**src/rtl/exec_sequencer.sv**
```systemverilog
// rtl/exec_sequencer.sv - generic FETCH/EXEC instruction step sequencer
// Steps each instruction through a 3-cycle fetch and a decoder-sized exec phase; state moves on the falling clock edge.
module exec_sequencer #(
  parameter int PC_W     = 8,
  parameter int STEP_W   = 3,
  parameter int MAX_WAIT = 15,
  parameter int CNT_W    = 16
) (
  input  logic              clock_i,
  input  logic              reset_n_i,
  input  logic              run_i,
  input  logic              step_i,
  input  logic              op_valid_i,
  input  logic              op_halt_i,
  input  logic [STEP_W-1:0] op_len_i,
  input  logic              step_mem_i,
  input  logic              mem_ready_i,
  input  logic [PC_W-1:0]   pc_i,
  input  logic              brk_en_i,
  input  logic [PC_W-1:0]   brk_addr_i,
  output logic [3:0]        fsm_state_o,
  output logic [STEP_W-1:0] exec_step_o,
  output logic              mem_req_o,
  output logic              instr_done_o,
  output logic              brk_hit_o,
  output logic              end_sq_o,
  output logic [1:0]        fault_o,
  output logic              pause_cc_o,
  output logic [CNT_W-1:0]  cycles_o,
  output logic [CNT_W-1:0]  instrs_o
);

  localparam logic [3:0] S_RESET = 4'd0;
  localparam logic [3:0] S_F0    = 4'd1;
  localparam logic [3:0] S_F1    = 4'd2;
  localparam logic [3:0] S_F2    = 4'd3;
  localparam logic [3:0] S_EXEC  = 4'd4;
  localparam logic [3:0] S_PAUSE = 4'd5;
  localparam logic [3:0] S_HALT  = 4'd6;
  localparam logic [3:0] S_FAULT = 4'd7;

  localparam logic [1:0] F_ILLEGAL = 2'b01;
  localparam logic [1:0] F_TIMEOUT = 2'b10;

  // The stall that would be wait number MAX_WAIT is the one that trips the timeout.
  localparam logic [7:0] WAIT_LAST = 8'(MAX_WAIT - 1);

  logic [3:0]        state_q, state_d;
  logic [STEP_W-1:0] step_q, step_d;
  logic [STEP_W-1:0] last_q, last_d;
  logic [7:0]        wait_q, wait_d;
  logic              brk_hit_q, brk_hit_d;
  logic [1:0]        fault_q, fault_d;
  logic [CNT_W-1:0]  cycles_q, cycles_d;
  logic [CNT_W-1:0]  instrs_q, instrs_d;

  logic active;
  logic in_exec;
  logic exec_adv;
  logic exec_last;
  logic wait_expired;
  logic brk_match;

  assign in_exec      = (state_q == S_EXEC);
  assign active       = (state_q == S_F0) || (state_q == S_F1) ||
                        (state_q == S_F2) || in_exec;
  assign exec_adv     = !step_mem_i || mem_ready_i;
  assign exec_last    = (step_q == last_q);
  assign wait_expired = (wait_q == WAIT_LAST);
  assign brk_match    = brk_en_i && (pc_i == brk_addr_i);

  always_comb begin
    state_d   = state_q;
    step_d    = step_q;
    last_d    = last_q;
    wait_d    = wait_q;
    brk_hit_d = brk_hit_q;
    fault_d   = fault_q;
    cycles_d  = cycles_q;
    instrs_d  = instrs_q;

    case (state_q)
      S_RESET: begin
        if (run_i || step_i) begin
          state_d = S_F0;
        end
      end
      S_F0: begin
        state_d = S_F1;
        wait_d  = '0;
      end
      S_F1: begin
        if (mem_ready_i) begin
          state_d = S_F2;
          wait_d  = '0;
        end else if (wait_expired) begin
          state_d = S_FAULT;
          fault_d = F_TIMEOUT;
        end else begin
          wait_d = wait_q + 8'd1;
        end
      end
      S_F2: begin
        wait_d = '0;
        step_d = '0;
        if (!op_valid_i) begin
          state_d = S_FAULT;
          fault_d = F_ILLEGAL;
        end else if (op_halt_i) begin
          state_d = S_HALT;
        end else begin
          state_d = S_EXEC;
          // A zero length from the decoder still runs one exec step.
          last_d  = (op_len_i == '0) ? '0 : op_len_i - STEP_W'(1);
        end
      end
      S_EXEC: begin
        if (exec_adv) begin
          wait_d = '0;
          if (exec_last) begin
            step_d   = '0;
            instrs_d = instrs_q + CNT_W'(1);
            if (brk_match) begin
              state_d   = S_PAUSE;
              brk_hit_d = 1'b1;
            end else if (!run_i) begin
              state_d = S_PAUSE;
            end else begin
              state_d = S_F0;
            end
          end else begin
            step_d = step_q + STEP_W'(1);
          end
        end else if (wait_expired) begin
          state_d = S_FAULT;
          fault_d = F_TIMEOUT;
          step_d  = '0;
        end else begin
          wait_d = wait_q + 8'd1;
        end
      end
      S_PAUSE: begin
        // A step pulse always resumes; run alone cannot leave a breakpoint pause.
        if (step_i) begin
          state_d   = S_F0;
          brk_hit_d = 1'b0;
        end else if (run_i && !brk_hit_q) begin
          state_d = S_F0;
        end
      end
      S_HALT, S_FAULT: begin
        state_d = state_q;
      end
      default: begin
        state_d = S_RESET;
      end
    endcase

    if (active && (cycles_q != '1)) begin
      cycles_d = cycles_q + CNT_W'(1);
    end
  end

  always_ff @(negedge clock_i or negedge reset_n_i) begin
    if (!reset_n_i) begin
      state_q   <= S_RESET;
      step_q    <= '0;
      last_q    <= '0;
      wait_q    <= '0;
      brk_hit_q <= 1'b0;
      fault_q   <= 2'b00;
      cycles_q  <= '0;
      instrs_q  <= '0;
    end else begin
      state_q   <= state_d;
      step_q    <= step_d;
      last_q    <= last_d;
      wait_q    <= wait_d;
      brk_hit_q <= brk_hit_d;
      fault_q   <= fault_d;
      cycles_q  <= cycles_d;
      instrs_q  <= instrs_d;
    end
  end

  assign fsm_state_o  = state_q;
  assign exec_step_o  = in_exec ? step_q : '0;
  assign mem_req_o    = (state_q == S_F0) || (state_q == S_F1) || (in_exec && step_mem_i);
  assign instr_done_o = in_exec && exec_adv && exec_last;
  assign brk_hit_o    = brk_hit_q;
  assign end_sq_o     = (state_q == S_HALT) || (state_q == S_FAULT);
  assign fault_o      = fault_q;
  assign pause_cc_o   = !active;
  assign cycles_o     = cycles_q;
  assign instrs_o     = instrs_q;

endmodule

```
**config.mk**
```make
export PLATFORM = sky130hd
export DESIGN_NAME = exec_sequencer
export DESIGN_NICKNAME = d
export VERILOG_FILES = /design/src/rtl/exec_sequencer.sv
export SDC_FILE = /design/constraint.sdc
export NUM_CORES = 1
export LEC_CHECK = 0
export BUFFER_PORTS_ARGS = -buffer_cell sky130_fd_sc_hd__clkbuf_2
export CAP_MARGIN = 0
export CORE_AREA = 3 3 95 70
export DETAILED_ROUTE_END_ITERATION = 12
export DIE_AREA = 0 0 98 73
export PLACE_DENSITY = 0.85
export REMOVE_ABC_BUFFERS = 1
export SLEW_MARGIN = 5
export SYNTH_ARGS = -nofsm -noshare
export SYNTH_HDL_FRONTEND = slang
export SYNTH_SLANG_ARGS = --single-unit
```
**constraint.sdc**
```tcl
create_clock -name clock_i -period 2.1 [get_ports clock_i]
set_clock_uncertainty 0.1 [all_clocks]
set_input_delay 0.42 -clock clock_i [delete_from_list [all_inputs] [get_ports clock_i]]
set_output_delay 0.42 -clock clock_i [all_outputs]
set_load 0.05 [all_outputs]
```
==> results of run 1 <==
## cells by family after synthesis
| logic type | Yosys count | share of synthesized area [%] |
|---|---|---|
| fa+ha+maj | 7 | 2.81 |
| buf+inv | 23 | 3.17 |
| simple gates | 126 | 25.3 |
| other cells | 1 | 0.120 |
| compound gates | 57 | 13.0 |
| mux | 9 | 3.21 |
| flops | 53 | 42.5 |
| xor+xnor | 35 | 9.82 |
## synthesized netlist by cell type (6+ instances only)
| cell | count |
|---|---|
| sky130_fd_sc_hd__a21oi_1 | 8 |
| sky130_fd_sc_hd__and2_1 | 8 |
| sky130_fd_sc_hd__clkbuf_1 | 6 |
| sky130_fd_sc_hd__dfrtn_1 | 53 |
| sky130_fd_sc_hd__ha_1 | 7 |
| sky130_fd_sc_hd__inv_1 | 11 |
| sky130_fd_sc_hd__mux2_2 | 7 |
| sky130_fd_sc_hd__nand2_1 | 20 |
| sky130_fd_sc_hd__nand3_1 | 16 |
| sky130_fd_sc_hd__nand4_1 | 11 |
| sky130_fd_sc_hd__nor2_1 | 10 |
| sky130_fd_sc_hd__nor3_1 | 10 |
| sky130_fd_sc_hd__nor4_1 | 11 |
| sky130_fd_sc_hd__o211ai_1 | 7 |
| sky130_fd_sc_hd__o21ai_0 | 10 |
| sky130_fd_sc_hd__xor2_1 | 30 |
## what timing repair did
action / CTS
pin swaps: 19
endpoints found under the setup margin: 87
gates resized for setup: 107
buffers inserted: 20
cloned: 0
## stage by stage
| stage | setup TNS, ns | setup WS, ns | instance area [um2] | hold slack [ns] | instances |
|---|---|---|---|---|---|
| global placement | -29.75 | -0.805 | 4470 | 0.372 | 524 |
| CTS | -29.90 | -1.03 | 5270 | 0.378 | 552 |
| detailed placement | -32.95 | -0.854 | 4470 | 0.378 | 524 |
| floorplan | -31.53 | -1.52 | 3070 | 0.328 | 300 |
==> flow_summary.json, run 1 <==
{
  "place.detailed.hpwl_um": 7150,
  "grt-worst-endpoint": "exec_step_o[1]",
  "last-stage-reached": "5_1_grt",
  "yosys_warnings": 0,
  "ys_seq_elements": 53,
  "synthTopCellsByArea": "sky130_fd_sc_hd__dfrtn_1 (43%), sky130_fd_sc_hd__xor2_1 (8.4%), sky130_fd_sc_hd__ha_1 (2.8%), sky130_fd_sc_hd__nand3_1 (2.6%), sky130_fd_sc_hd__mux2_2 (2.5%)",
  "max-clock-path-buffers": 2,
  "synthesis.area_per_instance_um2": 10.0,
  "kind_of_pin_the_worst_path_terminates_on": "top-level output",
  "grt_max_degree": 54,
  "input_output_buffers": 73,
  "clock_sink_count": 53,
  "synth_area_leader_cell": "sky130_fd_sc_hd__dfrtn_1",
  "synth_unique_cells": 64,
  "io_pins": 74,
  "outcome": "did not finish",
  "netlist_area_um2": 3120,
  "tritoncts.num_buffers": 5,
  "root_buffer": "sky130_fd_sc_hd__clkbuf_8",
  "synth-edff-count": 0,
  "tool_error": "[ERROR DPL-0038] Utilization greater than 100%, impossible to legalize",
  "synth_seq_area_share_pct": 42.5,
  "synth_flop_cell": "sky130_fd_sc_hd__dfrtn_1",
  "initial_core_utilization_pct": 54.5,
  "synth_top_area_share_pct": 42.5,
  "ys_async_sr_fraction_pct": 100,
  "cells_after_synthesis": 311,
  "htreeDepth": 2,
  "chipHeight_um": 73,
  "chipWidth_um": 98,
  "row_count": 23,
  "gpl.final_weighted_congestion": 0.870,
  "cts_hold_repair.buffers": 0
}
==> run 2, diff against run 1 <==
--- a/config.mk
+++ b/config.mk
@@ -7,10 +7,10 @@
 export LEC_CHECK = 0
 export BUFFER_PORTS_ARGS = -buffer_cell sky130_fd_sc_hd__clkbuf_2
 export CAP_MARGIN = 0
-export CORE_AREA = 3 3 95 70
+export CORE_AREA = 3 3 93 95
 export DETAILED_ROUTE_END_ITERATION = 12
-export DIE_AREA = 0 0 98 73
-export PLACE_DENSITY = 0.85
+export DIE_AREA = 0 0 96 98
+export PLACE_DENSITY_LB_ADDON = 0.15
 export REMOVE_ABC_BUFFERS = 1
 export SLEW_MARGIN = 5
 export SYNTH_ARGS = -nofsm -noshare
==> flow_summary.json, run 2 <==
{
  "max-clock-path-buffers": 2,
  "numPlacedInstances": 556,
  "most-common-layout-cells": "sky130_fd_sc_hd__buf_4 (92), sky130_fd_sc_hd__dfrtn_1 (53), sky130_fd_sc_hd__xor2_1 (30), sky130_fd_sc_hd__buf_12 (30), sky130_fd_sc_hd__buf_6 (27)",
  "tritoncts.num_buffers": 5,
  "yosys_warnings": 0,
  "synth.most_common_cell": "sky130_fd_sc_hd__dfrtn_1",
  "first_global_vias": 3243,
  "final-setup-viol-count": 80,
  "synth_flop_cell": "sky130_fd_sc_hd__dfrtn_1",
  "hold_violations": 0,
  "tritonroute_pass_1_iters": 4,
  "final_layout_size_suffix_gt1_share_pct": 54.7,
  "instances_no_fill": 605,
  "instance_count_along_the_most_critical_hold_path": 1,
  "final.setup.worst_slack_ns": -1.05,
  "core_region_area_um2": 7810,
  "drv.max_cap_violation_count": 0,
  "initialDrtViolationCount": 79,
  "synth_unique_cells": 64,
  "tightestPinTransition_ns": 0.965,
  "synthTopCellsByArea": "sky130_fd_sc_hd__dfrtn_1 (43%), sky130_fd_sc_hd__xor2_1 (8.4%), sky130_fd_sc_hd__ha_1 (2.8%), sky130_fd_sc_hd__nand3_1 (2.6%), sky130_fd_sc_hd__mux2_2 (2.5%)",
  "timing.hold.ws_ns": 0.370,
  "slowest_stage_cell_crit_path": "sky130_fd_sc_hd__or3_4",
  "critPathLaunchType": "flip-flop",
  "root_buffer": "sky130_fd_sc_hd__clkbuf_8",
  "clock_sink_count": 53,
  "syn2layout_area_growth_pct": 87.9,
  "ys_async_sr_fraction_pct": 100,
  "failed_checks": "setup timing",
  "synth-edff-count": 0,
  "input_output_buffers": 73,
  "grt_usage_pct": 20.2,
  "worst-endpoint-required_ns": 1.58,
  "synth_top_area_share_pct": 42.5,
  "chipWidth_um": 96,
  "detail-route-antenna-nets": 0,
  "clock_insertion_delay_worst_skew_ns": 0.31,
  "cts_hold_repair.buffers": 0,
  "crit_path_max_incr_delay_ns": 0.42,
  "worstSetupEndpointType": "output pin",
  "clock_tree_from_tritoncts": "yes",
  "row_count": 32,
  "globalRoute.totalOverflow": 0,
  "route.detailed.wl_per_inst_um": 16.7,
  "ir_worst_vdd_uv": 801,
  "postRouteWirelength_um": 10100,
  "io_pins": 74,
  "detail_route.vias_per_cell": 5.46,
  "timing.final.max_slew_violations": 0,
  "place_worst_setup_slack_ns": -0.781,
  "worstHoldPathType": "reg -> reg",
  "gpl.final_weighted_congestion": 0.825,
  "initial_core_utilization_pct": 40.0,
  "arrival_ns": 2.63,
  "cells_after_synthesis": 311,
  "synth_area_leader_cell": "sky130_fd_sc_hd__dfrtn_1",
  "leading_cell_type_in_the_layout_fill_and_taps_excluded": "sky130_fd_sc_hd__buf_4",
  "n_antenna_cell": 0,
  "synth_mux_area_share_pct": 3.21,
  "antenna_found_initial": 0,
  "synth_top_family_by_area": "simple AND/OR/NAND/NOR gates",
  "rsz_0062_raised_after_global_routing": "true",
  "num_vias": 3302,
  "synth.top_cells.by_count": "sky130_fd_sc_hd__dfrtn_1 (53), sky130_fd_sc_hd__xor2_1 (30), sky130_fd_sc_hd__nand2_1 (20), sky130_fd_sc_hd__nand3_1 (16)",
  "pwr_density_cell_nw_per_um2": 904,
  "place.detailed.hpwl_um": 5940,
  "synthesis.area_per_instance_um2": 10.0,
  "worstRegToRegCells": 8,
  "worstPathCellList": "xor2_1, or3_4, nor2_4, buf_12",
  "grt_max_degree": 54,
  "crit_path_max_fo": 2,
  "drc_errors": 0,
  "chipHeight_um": 98,
  "clk_pin_slew_worst_paths_ns": 0.07,
  "outcome": "complete, but fails checks",
  "leakage_uw": 0.00279,
  "ys_seq_elements": 53,
  "die_area_um2": 9410,
  "path_class": "reg -> out",
  "post_synthesis_simple_gate_area_fraction_pct": 25.3,
  "finish.net_count": 537,
  "synth_compound_gate_area_share_pct": 13.0,
  "netlist_area_um2": 3120,
  "synth_fa_ha_area_share_pct": 2.81,
  "synth_seq_area_share_pct": 42.5,
  "parity_gate_share_of_the_synthesized_area_counting_xor_and_xnor_cells_pct": 9.82,
  "htreeDepth": 2,
  "max_slew_margin_pct": 35.2,
  "grt_pass1_wl_um": 15500
}
## run 2: logic make-up after synthesis
family	Yosys count
flip-flops	53
AO/OA/AOI/OAI	57
AND/OR/NAND/NOR	126
multiplexers	9
XOR/XNOR	35
other	1
adder cells (fa/ha/maj)	7
buffers and inverters	23
## run 2: repair_timing
action | in CTS | in global routing
buffers inserted | 20 | 25
setup endpoints to repair | 82 | 87
pin swaps | 31 | 22
gates resized for setup | 126 | 61
## run 2: path summary, 6_finish.rpt
path                           startpoint             end  slack, ns
max                             step_q[0]    instr_done_o      -1.05
min                             last_q[2]       last_q[2]       0.37
max reg2reg                fsm_state_o[1]  fsm_state_o[0]      -0.24
min reg2reg                     last_q[2]       last_q[2]       0.37
max in group asynchronous       reset_n_i       last_q[2]       0.69
min in group asynchronous       reset_n_i    cycles_o[14]       0.94
## run 2: layer usage
metal  global-route usage [%]  vias up  share of wire (%)
li1                         -     1536                  -
met3                     3.47       24                5.0
met2                     33.7      122                 52
met4                     6.46        0                2.4
met1                     26.3     1620                 41
met5                        0        -                  0
## run 2: critical path, delay by kind of cell, from the launching register on
family	cells	cell delay (ns)
buffers and inverters	1	0.15
and+or+nand+nor	2	0.58
xor gates and xnor gates	1	0.18
DFF	1	0.36
## run 2: per-stage QoR
stage | utilization (%) | setup TNS, ns | area [um2] | total power, uW
after floorplan | - | -31.53 | 3070 | 2610
after global placement | 59.1 | -29.55 | 4620 | 3790
after detailed placement | 59.1 | -30.55 | 4620 | 3810
after CTS | 70.2 | -28.38 | 5480 | 4920
after global routing | 75.1 | -32.73 | 5860 | 5540
final | 75.1 | -30.02 | 5860 | 5300
## run 2: area by class of cell
class                           count  area, um2
Multi-Input combinational cell    235       2190
Timing Repair Buffer              195       2090
Fill cell                         512       1950
Sequential cell                    53       1330
Tap cell                          102        128
Clock buffer                        5       68.8
Inverter                           12       45.0
Clock inverter                      3       17.5
## run 2: report_power, final
part           switching [uW]  total [uW]  leakage (uW)  internal (uW)
Clock                     362         594     0.0000439            232
Combinational            1760        3260       0.00204           1500
Sequential                211        1450      0.000701           1240
No activity file was read; power rests on OpenSTA's default activity.
==> run 3, diff against run 2 <==
--- a/config.mk
+++ b/config.mk
@@ -11,6 +11,7 @@
 export DETAILED_ROUTE_END_ITERATION = 12
 export DIE_AREA = 0 0 96 98
 export PLACE_DENSITY_LB_ADDON = 0.15
+export RECOVER_POWER = 100
 export REMOVE_ABC_BUFFERS = 1
 export SLEW_MARGIN = 5
 export SYNTH_ARGS = -nofsm -noshare
==> flow_summary.json, run 3 (synthesis gave the netlist of run 2 again) <==
{
  "io_pins": 74,
  "grt_max_degree": 54,
  "tightestPinTransition_ns": 0.962,
  "first_global_vias": 3243,
  "place.detailed.hpwl_um": 5940,
  "clock_tree_from_tritoncts": "yes",
  "htreeDepth": 2,
  "detail-route-antenna-nets": 0,
  "drv.max_cap_violation_count": 0,
  "antenna_found_initial": 0,
  "leakage_uw": 0.00277,
  "route.detailed.wl_per_inst_um": 16.7,
  "worstSetupEndpointType": "output pin",
  "worst-endpoint-required_ns": 1.58,
  "max-clock-path-buffers": 2,
  "clock_insertion_delay_worst_skew_ns": 0.31,
  "rsz_0062_raised_after_global_routing": "true",
  "postRouteWirelength_um": 10100,
  "final_core_utilization_pct": 74.5,
  "row_count": 32,
  "gr-usage-met3_pct": 3.47,
  "tritonroute_pass_1_iters": 4,
  "outcome": "complete, but fails checks",
  "core_region_area_um2": 7810,
  "ir_worst_vdd_uv": 796,
  "path_class": "reg -> out",
  "leading_cell_type_in_the_layout_fill_and_taps_excluded": "sky130_fd_sc_hd__buf_4",
  "crit_path_max_incr_delay_ns": 0.42,
  "slowest_stage_cell_crit_path": "sky130_fd_sc_hd__or3_4",
  "detail_route.vias_per_cell": 5.45,
  "input_output_buffers": 73,
  "initialDrtViolationCount": 79,
  "instances_no_fill": 605,
  "tritoncts.num_buffers": 5,
  "root_buffer": "sky130_fd_sc_hd__clkbuf_8",
  "die_area_um2": 9410,
  "grt_usage_pct": 20.2,
  "finish.net_count": 537,
  "timing.hold.ws_ns": 0.370,
  "arrival_ns": 2.62,
  "use_met1_pct": 26.3,
  "crit_path_max_fo": 2,
  "numPlacedInstances": 556,
  "final.setup.worst_slack_ns": -1.04,
  "clock_sink_count": 53,
  "gpl.final_weighted_congestion": 0.825,
  "clk_pin_slew_worst_paths_ns": 0.06,
  "most-common-layout-cells": "sky130_fd_sc_hd__buf_4 (92), sky130_fd_sc_hd__dfrtn_1 (53), sky130_fd_sc_hd__xor2_1 (30)",
  "worstHoldPathType": "reg -> reg",
  "chipHeight_um": 98,
  "max_slew_margin_pct": 35.4,
  "failed_checks": "setup timing",
  "n_antenna_cell": 0,
  "globalRouteMet2Util_pct": 33.7,
  "globalRoute.totalOverflow": 0,
  "final_layout_size_suffix_gt1_share_pct": 54.1,
  "hold_violations": 0,
  "num-fill-cells": 520,
  "chipWidth_um": 96,
  "critPathLaunchType": "flip-flop",
  "pwr_density_cell_nw_per_um2": 900,
  "initial_core_utilization_pct": 40.0,
  "final-setup-viol-count": 85,
  "syn2layout_area_growth_pct": 86.5,
  "timing.final.max_slew_violations": 0,
  "grt_pass1_wl_um": 15500,
  "drc_errors": 0,
  "num_vias": 3298,
  "grt_most_used_layer": "met2",
  "worstPathCellList": "xor2_1, or3_4, nor2_4, buf_12"
}
run 3: cell count changes in the layout (fill, tap and decap cells not counted):
cell / change
sky130_fd_sc_hd__nand2_4: -1
sky130_fd_sc_hd__nand2_1: +1
sky130_fd_sc_hd__buf_12: -1
sky130_fd_sc_hd__clkbuf_2: -1
sky130_fd_sc_hd__clkbuf_4: +1
sky130_fd_sc_hd__clkbuf_1: +1
sky130_fd_sc_hd__ha_1: +1
sky130_fd_sc_hd__ha_4: -1
sky130_fd_sc_hd__nor4_2: +1
sky130_fd_sc_hd__nor4_4: -1
run 3: layout make-up:
| class | instances | area (um2) | area share (%) |
|---|---|---|---|
| Clock buffer | 5 | 68.8 | 1.18 |
| Clock inverter | 3 | 17.5 | 0.301 |
| Inverter | 12 | 45.0 | 0.774 |
| Multi-Input combinational cell | 235 | 2160 | 37.2 |
| Sequential cell | 53 | 1330 | 22.8 |
| Tap cell | 102 | 128 | 2.19 |
| Timing Repair Buffer | 195 | 2070 | 35.6 |
run 3: power breakdown:
part / total [uW] / leakage (uW) / internal, uW / switching (uW)
sequential: 1450 / 0.000701 / 1240 / 211
combinational: 3200 / 0.00203 / 1470 / 1730
clock: 591 / 0.0000439 / 231 / 359
total: 5240 / 0.00277 / 2940 / 2300
run 3: worst max-delay path: cells and delay by family, from the launching register on:
kind / cells / cell delay (ns)
and+or+nand+nor: 2 / 0.58
DFF: 1 / 0.36
xor gates and xnor gates: 1 / 0.18
buffers and inverters: 1 / 0.15
run 3: per-layer routing:
metal / vias up / wire [um]
met2: 121 / 5270
met1: 1614 / 4100
met3: 24 / 490
met5: - / 0
met4: 0 / 242
li1: 1539 / -
run 3: worst paths after layout:
| kind | depth (start not counted) | end | from | slack, ns |
|---|---|---|---|---|
| worst max-delay path | 4 | instr_done_o | step_q[0] | -1.04 |
| worst min-delay path | 1 | last_q[2] | last_q[2] | 0.37 |
| worst max register to register | 8 | fsm_state_o[0] | fsm_state_o[1] | -0.24 |
| worst min register to register | 1 | last_q[2] | last_q[2] | 0.37 |
| max in group asynchronous | 2 | last_q[2] | reset_n_i | 0.27 |
| min in group asynchronous | 2 | cycles_o[15] | reset_n_i | 1.12 |
run 3: per-stage QoR:
stage,instance area [um2],worst slack (ns),total power [uW],setup TNS [ns]
2_1_floorplan,3070,-1.52,2610,-31.53
3_3_place_gp,4620,-0.726,3790,-29.55
6_report,5820,-1.04,5240,-30.36
3_5_place_dp,4620,-0.781,3810,-30.55
4_1_cts,5480,-1.02,4920,-28.38
5_1_grt,5820,-1.10,5480,-34.12
run 3: repair_timing:
item,in CTS,in global routing
hold buffers,0,0
buffers inserted,20,25
endpoints found under the setup margin,82,87
gates resized for setup,126,61
pin swaps,31,22
